## src/rtl/memory_cycle.sv

```systemverilog
// Memory stage of a 16-bit pipeline: X register, data-memory access FSM
// with wait/timeout counter, and the W (writeback) register.
module memory_cycle (
    input  logic        clk,
    input  logic        rst,
    input  logic [15:0] aluout,
    input  logic [15:0] bout,
    input  logic [3:0]  rd,
    input  logic        regwrite,
    input  logic [3:0]  op,
    input  logic        pcwrite,
    input  logic        flush,
    output logic        mem_req,
    output logic        mem_we,
    output logic [15:0] mem_addr,
    output logic [15:0] mem_wdata,
    input  logic [15:0] mem_rdata,
    input  logic        mem_ack,
    output logic        stall,
    output logic [15:0] new_mem_aluout,
    output logic [3:0]  mem_rd,
    output logic        mem_regwrite,
    output logic        mem_pcwrite,
    output logic [15:0] wb_data,
    output logic [3:0]  wb_rd,
    output logic        wb_regwrite,
    output logic        mem_err
);

    localparam logic [3:0] OpNop = 4'b0000;
    localparam logic [3:0] OpLw  = 4'b0100;
    localparam logic [3:0] OpSw  = 4'b0101;

    // Last wait-count value before the timeout edge; 255 ACCESS cycles total.
    localparam logic [7:0] CntLast = 8'd254;

    typedef enum logic [0:0] {
        StIdle,
        StAccess
    } state_t;

    state_t      state_q, state_d;
    logic [7:0]  cnt_q, cnt_d;
    logic [15:0] load_q, load_d;
    logic        timeout_q, timeout_d;

    logic [15:0] x_aluout, x_bout;
    logic [3:0]  x_rd, x_op;
    logic        x_regwrite, x_pcwrite;

    logic [15:0] wb_data_d;
    logic [3:0]  wb_rd_d;
    logic        wb_regwrite_d, mem_err_d;

    logic in_start;
    logic x_is_mem;
    logic x_misaligned;
    logic err;

    assign stall        = (state_q == StAccess);
    assign in_start     = !stall && !flush && ((op == OpLw) || (op == OpSw)) && !aluout[0];
    assign x_is_mem     = (x_op == OpLw) || (x_op == OpSw);
    assign x_misaligned = x_is_mem && x_aluout[0];

    // X register: capture when not stalled; flush replaces the instruction with a bubble.
    always_ff @(posedge clk or negedge rst) begin
        if (!rst) begin
            x_aluout   <= '0;
            x_bout     <= '0;
            x_rd       <= '0;
            x_regwrite <= 1'b0;
            x_op       <= OpNop;
            x_pcwrite  <= 1'b0;
        end else if (!stall) begin
            if (flush) begin
                x_aluout   <= '0;
                x_bout     <= '0;
                x_rd       <= '0;
                x_regwrite <= 1'b0;
                x_op       <= OpNop;
                x_pcwrite  <= 1'b0;
            end else begin
                x_aluout   <= aluout;
                x_bout     <= bout;
                x_rd       <= rd;
                x_regwrite <= regwrite;
                x_op       <= op;
                x_pcwrite  <= pcwrite;
            end
        end
    end

    // FSM, wait counter, load data and timeout flag registers.
    always_ff @(posedge clk or negedge rst) begin
        if (!rst) begin
            state_q   <= StIdle;
            cnt_q     <= '0;
            load_q    <= '0;
            timeout_q <= 1'b0;
        end else begin
            state_q   <= state_d;
            cnt_q     <= cnt_d;
            load_q    <= load_d;
            timeout_q <= timeout_d;
        end
    end

    // Next-state logic: start on an aligned LW/SW entering X, finish on ack or timeout.
    always_comb begin
        state_d   = state_q;
        cnt_d     = cnt_q;
        load_d    = load_q;
        timeout_d = timeout_q;
        unique case (state_q)
            StIdle: begin
                // The timed-out instruction leaves X on the first idle edge.
                timeout_d = 1'b0;
                if (in_start) begin
                    state_d = StAccess;
                    cnt_d   = '0;
                end
            end
            StAccess: begin
                if (mem_ack) begin
                    state_d = StIdle;
                    if (x_op == OpLw) begin
                        load_d = mem_rdata;
                    end
                end else if (cnt_q == CntLast) begin
                    state_d   = StIdle;
                    cnt_d     = cnt_q + 8'd1;
                    timeout_d = 1'b1;
                end else begin
                    cnt_d = cnt_q + 8'd1;
                end
            end
            default: state_d = StIdle;
        endcase
    end

    // Memory interface and forwarding outputs, all derived from registered state.
    always_comb begin
        mem_req        = stall;
        mem_we         = stall && (x_op == OpSw);
        mem_addr       = stall ? x_aluout : 16'h0000;
        mem_wdata      = stall ? x_bout : 16'h0000;
        new_mem_aluout = x_aluout;
        mem_rd         = x_rd;
        mem_regwrite   = x_regwrite && (x_op != OpSw);
        mem_pcwrite    = x_pcwrite;
    end

    // W next value: bubble while stalled, error bubble for misaligned/timed-out accesses.
    always_comb begin
        wb_data_d     = '0;
        wb_rd_d       = '0;
        wb_regwrite_d = 1'b0;
        mem_err_d     = 1'b0;
        err           = x_misaligned || timeout_q;
        if (!stall) begin
            wb_data_d     = (x_op == OpLw) ? load_q : x_aluout;
            wb_rd_d       = x_rd;
            wb_regwrite_d = x_regwrite && (x_op != OpSw) && !err;
            mem_err_d     = err;
        end
    end

    // W register updates on every edge.
    always_ff @(posedge clk or negedge rst) begin
        if (!rst) begin
            wb_data     <= '0;
            wb_rd       <= '0;
            wb_regwrite <= 1'b0;
            mem_err     <= 1'b0;
        end else begin
            wb_data     <= wb_data_d;
            wb_rd       <= wb_rd_d;
            wb_regwrite <= wb_regwrite_d;
            mem_err     <= mem_err_d;
        end
    end

endmodule

```

## config.mk

```make
export PLATFORM = sky130hd
export DESIGN_NAME = memory_cycle
export DESIGN_NICKNAME = d
export VERILOG_FILES = /design/src/rtl/memory_cycle.sv
export SDC_FILE = /design/constraint.sdc
export NUM_CORES = 1
export LEC_CHECK = 0
export ABC_CLOCK_PERIOD_IN_PS = 2140
export BUFFER_PORTS_ARGS = -buffer_cell sky130_fd_sc_hd__buf_2
export CAP_MARGIN = 20
export CORE_MARGIN = 2
export CORE_UTILIZATION = 50
export CTS_BUF_LIST = sky130_fd_sc_hd__clkbuf_4 sky130_fd_sc_hd__clkbuf_8
export DETAILED_ROUTE_END_ITERATION = 10
export PLACE_DENSITY = 0.92
export SYNTH_ARGS = -nofsm -noshare
export SYNTH_HDL_FRONTEND = slang
export SYNTH_SLANG_ARGS = --single-unit
```

## constraint.sdc

```tcl
create_clock -name clk -period 2.14 [get_ports clk]
set_input_delay 0.107 -clock clk [delete_from_list [all_inputs] [get_ports clk]]
set_output_delay 0.107 -clock clk [all_outputs]
set_load 0.05 [all_outputs]
```

==> key figures, run 1 <==
Status
  – Status: complete, no violations

CTS
  – Clk root buf: clkbuf_8
  – Setup bufs post-CTS: 0
  – CTS tree: built
  – Clk_lat worst skew: 0.36 ns
  – CTS Sinks: 90
  – Cts repair resizes: 0
  – TritonCTS Buffers: 9
  – Worst-path clk slew: 0.09 ns
  – H-tree levels: 3
  – Max clock buf depth: 2

Die
  – Core Region: 0.007176 sq mm
  – Initial Util: 51.09%
  – Die Y: 89.63 um
  – Die area: 0.008033 sq mm
  – DIE WIDTH: 89.63 um
  – I/O pin count: 141
  – Site Rows: 31

Power
  – Max VDD drop: 0.3937 mV
  – Power density over the cells: 720.0 mW/mm^2
  – Pleak: 2.948 nW

Final layout
  – Most common cell after layout, fill and taps aside: buf_2
  – Commonest non-fill, non-tap cells in the layout: buf_2 (139), dfrtp_1 (89), dlygate4sd3_1 (58)
  – Antenna cells: 0
  – Post-Layout Cell Count: 607
  – Fillers: 434
  – Post-layout nets: 567
  – Area growth syn-to-layout: 43.11%
  – Layout cell share with drive strength beyond 1: 36.61%

Timing
  – RSZ-0062 raised after global routing: false
  – Worst clock skew: 0.01599 ns
  – Number of max-slew violations in the final report: 0
  – Maximum clock rate: 0.5313 GHz
  – Count of final setup violators: 0
  – Total negative slack: 0 ns
  – Final worst-path cycle share: 87.96%
  – Hold Fails Final Rpt: 0
  – Post-layout min period: 1.882 ns
  – Slew margin rel.: 54.17%
  – Tightest Pin Transition: 0.6875 ns

Critical path
  – CP Data Arrival Time: 1.78 ns
  – Startpoint Class: flop
  – Crit path max fanout: 36
  – Crit path kind: reg2out
  – Critical-path top delay cell: dfrtp_2
  – Slowest stage delay, CP: 0.52 ns
  – Crit-path cells: buf_4, and2_1, buf_2
  – Critical path required time: 2.03 ns
  – Worst Setup End Kind: primary output

Global route
  – Gr ovfl total: 0
  – First-pass GRT wire length: 16.17 mm
  – Total track usage: 27.30%
  – Largest net degree at the start of global routing: 57
  – Vias in the first global route: 3,337
  – Initial antenna violation count: 0

Placed design
  – Port buffer count: 140
  – Placer congestion estimate: 0.7587
  – Hpwl dp: 5.759 mm
  – Dpl cells: 533

Route
  – Post-route ant nets: 0
  – Final wirelength: 10.63 mm
  – Met1 Wirelength: 3.819 mm
  – Max layer used: met4
  – DRC viols: 0
  – Initial DRT Pass Iterations: 4
  – Via count: 3,205
  – Wire length on met2: 5.604 mm
  – Routed met3 length: 722 um
  – Avg WL per Cell: 17.50 um
  – Via density: 5.280
  – 1st-iter DRT viols: 218

Synth
  – Seq/Total Area, Yosys: 61.43%
  – Post-Syn Instances: 304
  – Mapped Nets: 368
  – Seq cells post-synth: 90
  – Post-synth EDFFs: 0
  – Post-Syn Area: 0.003666 sq mm
  – Distinct cells, synth: 35
  – Yosys warns: 0
  – Ys flop type: dfrtp_1
  – Mean Syn Cell Area: 12.06 sq um
  – Post-synth ARST share: 100.0%

Flow run
  – Max cap viols: 0

Worst hold path
  – HP Class: in2reg
## worst max-delay path: cells and delay by family, from the launching register on
kind | cells | cell delay [ns]
DFF | 1 | 0.52
buffers and inverters | 2 | 0.66
and+or+nand+nor | 1 | 0.23
## final cells by class
type | count | area (sq um) | area share [%]
flip-flops and latches | 90 | 2253 | 42.95
repair buffers | 206 | 1356 | 25.85
multi-input cells | 192 | 1306 | 24.90
clock buffers | 10 | 137.6 | 2.623
well taps | 99 | 123.9 | 2.361
clock inverters | 6 | 53.80 | 1.026
inverters | 4 | 15.01 | 0.2862
## sequential cells by signal (all words and copies together) (netlist names), 4 cells and up
name,flops
x_op,4
x_bout,16
new_mem_aluout,16
wb_rd,4
load_q,16
mem_rd,4
wb_data,16
cnt_q,8
## timing repair
item | 4_1_cts | 5_1_grt
hold buffers | 58 | 0
setup endpoints to repair | 0 | 0
hold endpoints to repair | 110 | 0
## power by group
part / switching [W] / internal (W)
clock: 0.000656 / 0.000479
combinational: 0.000456 / 0.000274
sequential: 0.0000866 / 0.00182
## layer usage
metal  GRT usage, %  vias to the layer above
li1               -                     1435
met1          29.74                     1569
met2          48.40                      158
met3          6.581                       43
met4          15.47                        0
met5              0                        -
## synth_stat cells (all sizes together) (3+ instances only)
cell	instances	area share (%)
and2	32	5.5
nor2b	4	0.68
inv	4	0.41
mux2	16	5.9
o21ai	8	1.1
a22o	10	2.4
clkbuf	13	1.3
and3	3	0.51
nand2	37	3.8
buf	5	1.4
a21o	33	6.8
dfrtp	90	61
a21oi	20	2.7
or3	4	0.68
nor2	5	0.51
## cells by family (layout without fill, tap and decap cells)
family,after synthesis,in the layout,synth area share [%]
buf+inv,22,226,3.140
xor+xnor,1,1,0.2390
simple gates,96,96,14.27
flops,90,90,61.43
compound gates,75,75,13.75
mux,18,18,6.484
fa+ha+maj,2,2,0.6825
## worst paths after layout
check                                     start                             to  slack, ns  cells past startpoint
setup / recovery              mem_req$_DFF_PN0_                   mem_addr[14]       0.26                      3
hold / removal                     mem_rdata[1]          load_q[1]$_DFFE_PN0P_       0.02                      2
min in group asynchronous                   rst  new_mem_aluout[6]$_DFFE_PN0N_       0.33                      2
setup reg to reg            x_op[0]$_DFFE_PN0N_          wb_data[15]$_DFF_PN0_       0.35                      3
max in group asynchronous                   rst         x_bout[10]$_DFFE_PN0N_       1.10                      3
hold reg to reg            cnt_q[7]$_DFFE_PN0P_           cnt_q[7]$_DFFE_PN0P_       0.49                      1
## through the flow
step / cell area, sq um / setup WS (ns) / utilization [%] / power (W) / hold WS (ns)
CTS: 5246 / 0.2696 / 73.11 / 0.003754 / 0.003475
floorplan: 3666 / 0.1143 / - / 0.002340 / -0.1886
detailed placement: 4474 / 0.4272 / 62.35 / 0.002561 / 0.1904
global route: 5246 / 0.1134 / 73.11 / 0.003938 / 0.0008098
global placement: 4474 / 0.4794 / 62.35 / 0.002537 / 0.1785
finish: 5246 / 0.2577 / 73.11 / 0.003777 / 0.01558
No activity file was read; power rests on OpenSTA's default activity.
==> run 2: changes to the inputs <==
Settings changed: ABC_CLOCK_PERIOD_IN_PS 2140 to 2200, CORE_MARGIN 2 to unset.
Clock period 2.14 ns to 2.2 ns, I/O delays scaled along.
==> run 2 against run 1 <==
Combinational power decreased by 1%. Wire length grew 9.2%. Largest cell class unchanged. Critical path type unchanged. Cell area is 0.43% higher. Power is 2.1% higher. The run now ends with hold timing left. Sequential power shrank 3%. Worst hold slack lost 0.026 ns.
==> key figures, run 2 (synthesized netlist as in run 1, its figures left out) <==
Route
  – Avg WL per Cell: 19.25 um
  – DRC viols: 0
  – Final wirelength: 11.61 mm
  – Met1 Wirelength: 4.190 mm
  – Initial DRT Pass Iterations: 5
  – Via density: 5.524
  – Wire length on met2: 5.874 mm
  – Via count: 3,331
  – Max layer used: met4
  – 1st-iter DRT viols: 235
  – Routed met3 length: 861 um
  – Post-route ant nets: 0

Global route
  – Total track usage: 28.01%
  – First-pass GRT wire length: 15.79 mm
  – Largest net degree at the start of global routing: 54
  – Vias in the first global route: 3,136
  – Initial antenna violation count: 2
  – Gr ovfl total: 0

Placed design
  – Dpl cells: 528
  – Placer congestion estimate: 0.7766
  – Port buffer count: 140
  – Area after DPL: 0.004468 sq mm
  – Hpwl dp: 5.842 mm

Final layout
  – Post-layout nets: 564
  – Most common cell after layout, fill and taps aside: buf_2
  – Commonest non-fill, non-tap cells in the layout: buf_2 (139), dfrtp_1 (89), dlygate4sd3_1 (57)
  – Core Util, Final: 75.87%
  – Post-Layout Cell Count: 603
  – Final instance area: 0.005269 sq mm
  – Layout cell share with drive strength beyond 1: 36.44%
  – Area growth syn-to-layout: 43.72%

Critical path
  – Crit path max fanout: 35
  – Critical path required time: 2.09 ns
  – Crit path from: mem_req$_DFF_PN0_
  – Crit path kind: reg2out
  – Worst Setup End Kind: primary output
  – Flop2flop setup slack: 0.35 ns
  – Startpoint Class: flop
  – CP Data Arrival Time: 1.85 ns
  – Worst Setup EP: mem_addr[8]
  – R2r endpoint: wb_data[11]$_DFF_PN0_
  – R2R cell count: 3
  – Reg2reg start: x_op[0]$_DFFE_PN0N_

CTS
  – TritonCTS Buffers: 9
  – Worst-path clk slew: 0.09 ns
  – Clk_lat worst skew: 0.36 ns
  – H-tree levels: 3
  – CTS Sinks: 90
  – Max clock buf depth: 2
  – Setup bufs post-CTS: 0
  – CTS tree: built
  – Clk root buf: clkbuf_8

Timing
  – Tightest Pin Transition: 0.5169 ns
  – Slew margin rel.: 65.54%
  – Maximum clock rate: 0.5112 GHz
  – Count of final setup violators: 0
  – Fin Hold WS: -0.01034 ns
  – Worst clock skew: 0.01281 ns
  – Total negative slack: 0 ns
  – Final worst-path cycle share: 88.91%
  – RSZ-0062 raised after global routing: false
  – Number of max-slew violations in the final report: 0
  – Post-layout min period: 1.956 ns
  – Hold Fails Final Rpt: 2

Die
  – Core Region: 0.006944 sq mm
  – Die area: 0.007678 sq mm
  – I/O pin count: 141
  – DIE WIDTH: 87.63 um
  – Die Y: 87.63 um
  – Initial Util: 52.79%
  – Site Rows: 30

Power
  – Power density over the cells: 731.9 mW/mm^2
  – Max VDD drop: 0.5724 mV
  – Pleak: 2.960 nW

Worst hold path
  – HP Class: in2reg

Status
  – Status: complete, but fails checks
  – Failing checks: hold timing

Flow run
  – Max cap viols: 0
run 2: cell types whose count changed in the layout (fill, tap and decap cells not counted), moves of 2 or more:
cell,delta
diode_2,+2
inv_6,-2
buf_4,-3
clkinv_2,+2
bufinv_16,+2
run 2: final cells by class:
type	instances	area [sq um]
Antenna cell	2	5.005
Clock buffer	10	137.6
Clock inverter	6	87.58
Fill cell	401	1675
Inverter	4	15.01
Multi-Input combinational cell	192	1306
Sequential cell	90	2253
Tap cell	96	120.1
Timing Repair Buffer	203	1344
run 2: report_power, final:
part | switching (W) | leakage (nW) | internal [W]
Combinational | 0.000455 | 1.66 | 0.000266
Clock | 0.000600 | 0.117 | 0.000675
Sequential | 0.0000864 | 1.18 | 0.00177
run 2: per-stage QoR:
| stage | hold WS [ns] | setup WS, ns | power, W |
|---|---|---|---|
| 2_1_floorplan | -0.1856 | 0.1713 | 0.002276 |
| 3_3_place_gp | 0.1036 | 0.5401 | 0.002468 |
| 3_5_place_dp | 0.1037 | 0.4755 | 0.002492 |
| 4_1_cts | 0.0002274 | 0.3217 | 0.003798 |
| 5_1_grt | -0.02001 | 0.09787 | 0.003988 |
| 6_report | -0.01034 | 0.2439 | 0.003856 |
run 2: routing by layer:
metal / up-vias / track usage (%)
li1: 1428 / -
met1: 1629 / 30.87
met2: 217 / 50.92
met3: 57 / 6.503
met4: 0 / 13.56
met5: - / 0
run 2: worst min-delay path by stage:
| stage | start | endpoint | depth (start not counted) |
|---|---|---|---|
| after floorplan | rst | cnt_q[0]$_DFFE_PN0P_ | 0 |
| after global placement | rst | new_mem_aluout[5]$_DFFE_PN0N_ | 1 |
| after detailed placement | rst | new_mem_aluout[5]$_DFFE_PN0N_ | 1 |
| after CTS | mem_rdata[10] | load_q[10]$_DFFE_PN0P_ | 2 |
| after global routing | mem_rdata[4] | load_q[4]$_DFFE_PN0P_ | 2 |
| final | mem_rdata[4] | load_q[4]$_DFFE_PN0P_ | 2 |
run 2: timing repair:
action	4_1_cts	5_1_grt
resized for setup	0	0
hold buffers	52	5
setup endpoints to repair	0	0
endpoints found under the hold margin	88	5
run 2: critical path: stages, from the launching register on:
cell	delay, ns
dfrtp_2	0.56
buf_4	0.39
and2_1	0.25
buf_2	0.29
